## config.mk

```make
export PLATFORM = sky130hd
export DESIGN_NAME = uart_tx_gen2
export DESIGN_NICKNAME = d
export VERILOG_FILES = /design/src/rtl/uart_tx_gen2.sv
export SDC_FILE = /design/constraint.sdc
export NUM_CORES = 1
export LEC_CHECK = 0
export CAP_MARGIN = 20
export CORE_ASPECT_RATIO = 0.6
export CORE_MARGIN = 1.5
export CORE_UTILIZATION = 50
export DETAILED_ROUTE_END_ITERATION = 16
export PLACE_DENSITY = 0.69
export REMOVE_ABC_BUFFERS = 1
export SLEW_MARGIN = 40
export SYNTH_ARGS = -nofsm -noshare
export SYNTH_HDL_FRONTEND = slang
export SYNTH_SLANG_ARGS = --single-unit
```

## constraint.sdc

```tcl
create_clock -name clk -period 5.6 [get_ports clk]
set_input_delay 1.12 -clock clk [delete_from_list [all_inputs] [get_ports clk]]
set_output_delay 1.12 -clock clk [all_outputs]
set_load 0.03 [all_outputs]
```

## src/rtl/uart_tx_gen2.sv

```systemverilog
// uart_tx_gen2: FIFO-buffered UART transmitter whose framing (bit time, data length,
// parity, stop bits) is latched per frame at pop time; tx, busy and tx_done are registered.
module uart_tx_gen2 #(
  parameter int DIV_W      = 16,
  parameter int FIFO_DEPTH = 8,
  parameter int CNT_W      = $clog2(FIFO_DEPTH) + 1
) (
  input  logic             clk,
  input  logic             rst,
  input  logic [DIV_W-1:0] baud_div,
  input  logic [3:0]       length,
  input  logic             parity_en,
  input  logic             parity_type,
  input  logic             stop2,
  input  logic             wr_valid,
  input  logic [7:0]       wr_data,
  output logic             wr_ready,
  output logic             tx,
  output logic             busy,
  output logic             tx_done,
  output logic [CNT_W-1:0] fifo_count,
  output logic             tx_err
);

  localparam int PTR_W = $clog2(FIFO_DEPTH);

  typedef enum logic [2:0] {
    S_IDLE   = 3'd0,
    S_START  = 3'd1,
    S_DATA   = 3'd2,
    S_PARITY = 3'd3,
    S_STOP1  = 3'd4,
    S_STOP2  = 3'd5
  } state_t;

  function automatic logic [DIV_W-1:0] clamp_div(input logic [DIV_W-1:0] d);
    if (d < DIV_W'(2)) begin
      return DIV_W'(2);
    end else begin
      return d;
    end
  endfunction

  function automatic logic [3:0] sanitize_len(input logic [3:0] l);
    if ((l >= 4'd5) && (l <= 4'd8)) begin
      return l;
    end else begin
      return 4'd8;
    end
  endfunction

  // Parity over the low l data bits only; even = XOR, odd = inverted XOR.
  function automatic logic calc_parity(input logic [7:0] d, input logic [3:0] l, input logic even);
    logic acc;
    acc = 1'b0;
    for (int i = 0; i < 8; i++) begin
      if (i < int'(l)) begin
        acc = acc ^ d[i];
      end
    end
    return even ? acc : ~acc;
  endfunction

  logic [7:0]       mem_r [FIFO_DEPTH];
  logic [PTR_W-1:0] wr_ptr_r;
  logic [PTR_W-1:0] rd_ptr_r;
  logic [CNT_W-1:0] count_r;
  logic [CNT_W-1:0] count_s;
  logic             wr_ready_r;
  logic             wr_ready_s;
  logic             push_s;
  logic             pop_s;
  logic             err_r;
  logic [7:0]       head_s;

  state_t           state_r;
  state_t           state_s;
  logic [DIV_W-1:0] cnt_r;
  logic [DIV_W-1:0] cnt_s;
  logic [2:0]       idx_r;
  logic [2:0]       idx_s;
  logic             bit_end_s;
  logic             last_stop_s;

  logic [7:0]       data_r;
  logic [DIV_W-1:0] div_r;
  logic [3:0]       len_r;
  logic             par_en_r;
  logic             par_bit_r;
  logic             stop2_r;

  logic             tx_r;
  logic             tx_s;
  logic             busy_r;
  logic             done_r;
  logic             done_s;

  assign head_s = mem_r[rd_ptr_r];

  // FIFO handshake; ready is derived from the next occupancy so it never allows write-through
  always_comb begin
    push_s     = wr_valid && wr_ready_r;
    count_s    = count_r + CNT_W'(push_s) - CNT_W'(pop_s);
    wr_ready_s = (count_s != CNT_W'(FIFO_DEPTH));
  end

  // FIFO storage, no reset needed because pointers and count define validity
  always_ff @(posedge clk) begin
    if (push_s) begin
      mem_r[wr_ptr_r] <= wr_data;
    end
  end

  // FIFO pointers, occupancy and sticky overflow flag
  always_ff @(posedge clk) begin
    if (rst) begin
      wr_ptr_r   <= '0;
      rd_ptr_r   <= '0;
      count_r    <= '0;
      wr_ready_r <= 1'b1;
      err_r      <= 1'b0;
    end else begin
      if (push_s) begin
        wr_ptr_r <= wr_ptr_r + PTR_W'(1);
      end
      if (pop_s) begin
        rd_ptr_r <= rd_ptr_r + PTR_W'(1);
      end
      count_r    <= count_s;
      wr_ready_r <= wr_ready_s;
      if (wr_valid && !wr_ready_r) begin
        err_r <= 1'b1;
      end
    end
  end

  // Next state, baud counter, bit index and registered-output lookahead
  always_comb begin
    state_s     = state_r;
    cnt_s       = cnt_r;
    idx_s       = idx_r;
    pop_s       = 1'b0;
    tx_s        = 1'b1;
    done_s      = 1'b0;
    bit_end_s   = (cnt_r == (div_r - DIV_W'(1)));
    last_stop_s = 1'b0;

    case (state_r)
      S_IDLE: begin
        cnt_s = '0;
        idx_s = '0;
        if (count_r != '0) begin
          pop_s   = 1'b1;
          state_s = S_START;
        end else begin
          state_s = S_IDLE;
        end
      end
      S_START: begin
        if (bit_end_s) begin
          cnt_s   = '0;
          idx_s   = '0;
          state_s = S_DATA;
        end else begin
          cnt_s = cnt_r + DIV_W'(1);
        end
      end
      S_DATA: begin
        if (bit_end_s) begin
          cnt_s = '0;
          if ({1'b0, idx_r} == (len_r - 4'd1)) begin
            idx_s   = '0;
            state_s = par_en_r ? S_PARITY : S_STOP1;
          end else begin
            idx_s = idx_r + 3'd1;
          end
        end else begin
          cnt_s = cnt_r + DIV_W'(1);
        end
      end
      S_PARITY: begin
        if (bit_end_s) begin
          cnt_s   = '0;
          state_s = S_STOP1;
        end else begin
          cnt_s = cnt_r + DIV_W'(1);
        end
      end
      S_STOP1: begin
        if (bit_end_s) begin
          cnt_s = '0;
          if (stop2_r) begin
            state_s = S_STOP2;
          end else begin
            last_stop_s = 1'b1;
          end
        end else begin
          cnt_s = cnt_r + DIV_W'(1);
        end
      end
      S_STOP2: begin
        if (bit_end_s) begin
          cnt_s       = '0;
          last_stop_s = 1'b1;
        end else begin
          cnt_s = cnt_r + DIV_W'(1);
        end
      end
      default: begin
        cnt_s   = '0;
        idx_s   = '0;
        state_s = S_IDLE;
      end
    endcase

    // End of the final stop bit chains straight into the next queued frame.
    if (last_stop_s) begin
      if (count_r != '0) begin
        pop_s   = 1'b1;
        state_s = S_START;
      end else begin
        state_s = S_IDLE;
      end
    end else begin
      pop_s = pop_s;
    end

    case (state_s)
      S_START:  tx_s = 1'b0;
      S_DATA:   tx_s = data_r[idx_s];
      S_PARITY: tx_s = par_bit_r;
      default:  tx_s = 1'b1;
    endcase

    if (((state_s == S_STOP2) || ((state_s == S_STOP1) && !stop2_r)) &&
        (cnt_s == (div_r - DIV_W'(1)))) begin
      done_s = 1'b1;
    end else begin
      done_s = 1'b0;
    end
  end

  // FSM state, counters and registered outputs
  always_ff @(posedge clk) begin
    if (rst) begin
      state_r <= S_IDLE;
      cnt_r   <= '0;
      idx_r   <= '0;
      tx_r    <= 1'b1;
      busy_r  <= 1'b0;
      done_r  <= 1'b0;
    end else begin
      state_r <= state_s;
      cnt_r   <= cnt_s;
      idx_r   <= idx_s;
      tx_r    <= tx_s;
      busy_r  <= (state_s != S_IDLE);
      done_r  <= done_s;
    end
  end

  // Per-frame configuration captured at pop so mid-frame input changes are ignored
  always_ff @(posedge clk) begin
    if (rst) begin
      data_r    <= 8'h00;
      div_r     <= DIV_W'(2);
      len_r     <= 4'd8;
      par_en_r  <= 1'b0;
      par_bit_r <= 1'b0;
      stop2_r   <= 1'b0;
    end else if (pop_s) begin
      data_r    <= head_s;
      div_r     <= clamp_div(baud_div);
      len_r     <= sanitize_len(length);
      par_en_r  <= parity_en;
      par_bit_r <= calc_parity(head_s, sanitize_len(length), parity_type);
      stop2_r   <= stop2;
    end
  end

  assign wr_ready   = wr_ready_r;
  assign tx         = tx_r;
  assign busy       = busy_r;
  assign tx_done    = done_r;
  assign fifo_count = count_r;
  assign tx_err     = err_r;

endmodule

```

==> results.md <==
* Layout cell share with drive strength beyond 1 at 0.126
* RSZ-0062 raised after global routing: no
* Setup-failing EPs final at 0
* Worst VDD drop at 0.323 mV
* Storage element area at 3340 sq um
* Via count at 4905
* Pin count of the biggest net entering global routing at 48
* CP peak stage delay at around 0.67 ns
* First-pass GRT wire length at 26800 um
* Commonest non-fill, non-tap cells in the layout: 76 x nor2_1, 70 x dfxtp_1, 64 x edfxtp_1
* Synth Area in Adders at 0.0232
* Die ar. at 14300 sq um
* Buffers on Ports at 42
* Most common cell on crit path: ha_1
* Buf/Inv on CP at 2
* RR Endpoint: wr_ready
* Sequential-to-total area share from yosys stat at 0.492
* CTS tree: built
* Syn Inst Count at between 600 and 700
* Row cnt at 32
* Min-delay src: tx_err
* Vias in the first global route at 4643
* Clk buf depth at 2
* Fmax at 219 MHz
* Relative slew slack at 0.465
* Initial Util at 0.520
* Reg2reg start: div_r[0]
* Min-delay worst type: reg2reg
* Status: completed
* Worst-Margin Slew at 0.801 ns
* I/O pins at 43
* FF+latch count, synth at 135
* Worst setup path class: reg2reg
* Final slew viol count at 0
* # nets final at between 700 and 800
* Clk root buf: clkbuf_16
* All-Layer GR Usage at 0.254
* Crit-path cells: inv_1 -> ha_1 -> xor2_1 -> xor2_1 -> nand4b_1 -> or4b_1 -> nor2_4 -> a31oi_1 -> a211oi_4 -> ha_1 -> inv_1 -> ha_1 -> a21o_1 -> a21oi_1 -> xnor2_1 -> nor2_1 -> nand4b_1
* Final HPWL DP at 12400 um
* Die Ht at 93.3 um
* Crit path max fanout at 8
* MaxCap Viol Count at 0
* Reg clk slew, reported paths at 0.06 ns
* Commonest non-fill, non-tap cell in the layout: nor2_1
* Delay-heaviest family, CP: simple AND/OR/NAND/NOR gates
* Min-Delay Path Depth at 2
* Final Hold Vio Count at 0
* Tmin final at 4.56 ns
* Core Area at 13100 sq um
* Post-Syn Area at 6790 sq um
* Leak pwr at 2.78 nW
* Worst path depth at 17
* Final worst-path cycle share at 0.815
* Worst path slowest cell: or4b_1
* WHS Endpoint: tx_err
* RePlAce Congestion at 0.936
* EDFF count, synth at 64
* Pre-antenna DRT Iters at 5
* Area Growth Syn to Fin at 17.8%
* Clk_skew at ~0.014 ns
* Htree depth at 4
* Post-synthesis mux area share at 0.101
* Routed WL at roughly 17000 um
* CTS resizes at 0
* Initial DRC count at 521
* Startpoint Class: register
* Arr. time, crit path at 4.86 ns
* Initial antenna violation count at 0
* Worst EP required at approximately 5.9 ns
* Synth Area in Compound Gates at 0.0908
* Die Wd at between 150 and 200 um
* Synth Area in XOR/XNOR at 0.0932
* Average cell area after synthesis at 11.0 sq um
* Post-synthesis simple-gate area fraction at 0.169
* Drt drc at 0
* TritonCTS Sinks at 135
* YS warnings at 0
* Most used flip-flop cell after synthesis: dfxtp_1
* Via/cell ratio at 5.85
* Antenna Nets Post-Route at 0
* Ys async rst share at 0
* R2r setup slk at 1.04 ns
* Pwr dens at 525 nW/um^2
* CP Capture Type: register
* Post CTS Setup Buffer Count at 0
* GR Overflow Total at 0
* WL per Instance at 20.4 um
* Reg2reg path depth at 17
* Clk_lat worst skew at approximately 0.43 ns
* Multi-input logic area at 3310 sq um
* Power Total at 0.00420 W
* Largest family of logic cells by synthesized area: simple AND/OR/NAND/NOR gates
* Post-synth cell types at 73
* Number of fill cells at 1010
* Ant. Diodes at 0
* Total CTS buffers at 17
* Setup_tns at 0 ns
* Post-cts hold buffer count at 0
==> cells in the mapped netlist (all sizes together) (3+ instances only) <==
cell	number	area (sq um)
a211oi	11	87.6
a21oi	24	120
a22oi	3	22.5
a31oi	6	37.5
and3	10	62.6
buf	11	61.3
clkbuf	17	63.8
dfxtp	71	1420
edfxtp	64	1920
ha	11	138
inv	23	86.3
mux2	3	33.8
mux2i	29	290
mux4	16	360
nand2	29	109
nand2b	10	62.6
nand3	18	103
nand3b	3	22.5
nand4	10	68.8
nand4b	3	26.3
nor2	80	308
nor2b	10	62.6
nor3	14	75.1
nor3b	3	27.5
nor4	9	71.3
nor4b	3	32.5
o211ai	5	47.5
o21a	4	30.0
o21ai	13	76.3
o22ai	3	18.8
o32ai	3	26.3
or2	5	33.8
or3	3	18.8
xnor2	38	333
xor2	29	254
==> worst reg2reg max path, cell delays in order, from the launching register on <==
cell      delay [ns]
dfxtp_1         0.51
inv_1           0.09
ha_1            0.22
xor2_1          0.48
xor2_1          0.24
nand4b_1        0.23
or4b_1          0.67
nor2_4          0.24
a31oi_1         0.17
a211oi_4        0.28
ha_1            0.26
inv_1           0.06
ha_1            0.26
a21o_1          0.17
a21oi_1         0.18
xnor2_1         0.10
nor2_1          0.13
nand4b_1        0.12
==> power by group <==
part	total [W]	switching, W	internal [W]
sequential	0.00141	0.000208	0.00120
clock	0.00116	0.000483	0.000676
combinational	0.00163	0.000931	0.000703
total	0.00420	0.00162	0.00258
==> final cells by class <==
class,instances,area share
Clock buffer,17,0.0532
Clock inverter,15,0.0221
Inverter,23,0.0108
Multi-Input combinational cell,433,0.413
Sequential cell,135,0.418
Tap cell,170,0.0266
Timing Repair Buffer,46,0.0557
==> worst max path at each step <==
| stage | start | end | slack [ns] |
|---|---|---|---|
| after global routing | div_r[0] | wr_ready | 0.73 |
| after floorplan | div_r[0] | wr_ready | -0.22 |
| after detailed placement | div_r[0] | wr_ready | 1.21 |
| final | div_r[0] | wr_ready | 1.04 |
| after global placement | div_r[0] | wr_ready | 1.37 |
| after CTS | div_r[0] | wr_ready | 1.14 |
==> kinds of logic (layout without fill, tap and decap cells) <==
kind of cell	count (synthesis)	after routing
compound gates	87	87
buf+inv	51	101
fa+ha+maj	12	12
flops	135	135
xor+xnor	69	69
mux	48	48
simple gates	217	217
==> per-stage QoR <==
step / utilization / cell area (sq um) / hold WS (ns) / std cells / worst slack (ns)
3_5_place_dp: 0.563 / 7350 / 0.462 / 807 / 1.21
6_report: 0.613 / 8000 / 0.485 / 839 / 1.04
3_3_place_gp: 0.563 / 7350 / 0.459 / 807 / 1.37
2_1_floorplan: - / 6670 / 0.460 / 591 / -0.221
4_1_cts: 0.610 / 7960 / 0.491 / 839 / 1.14
5_1_grt: 0.613 / 8000 / 0.518 / 839 / 0.733
==> layer usage <==
layer  routed length, um  GRT usage
met5                   0          0
met4                 123     0.0526
met3                1650     0.0774
met2                6270      0.315
met1                9060      0.416
==> state kept, by name (all words and copies together) (netlist names), named ones only <==
| signal | flops |
|---|---|
| rd_ptr_r | 3 |
| cnt_r | 16 |
| mem_r | 64 |
| data_r | 8 |
| len_r | 4 |
| wr_ready | 1 |
| fifo_count | 4 |
| tx_err | 1 |
| div_r | 16 |
| wr_ptr_r | 3 |
| busy | 1 |
| idx_r | 3 |
| par_en_r | 1 |
| stop2_r | 1 |
| state_r | 3 |
| tx | 1 |
| par_bit_r | 1 |
| tx_done | 1 |
Note: power is estimated with default switching activity, not from simulation.
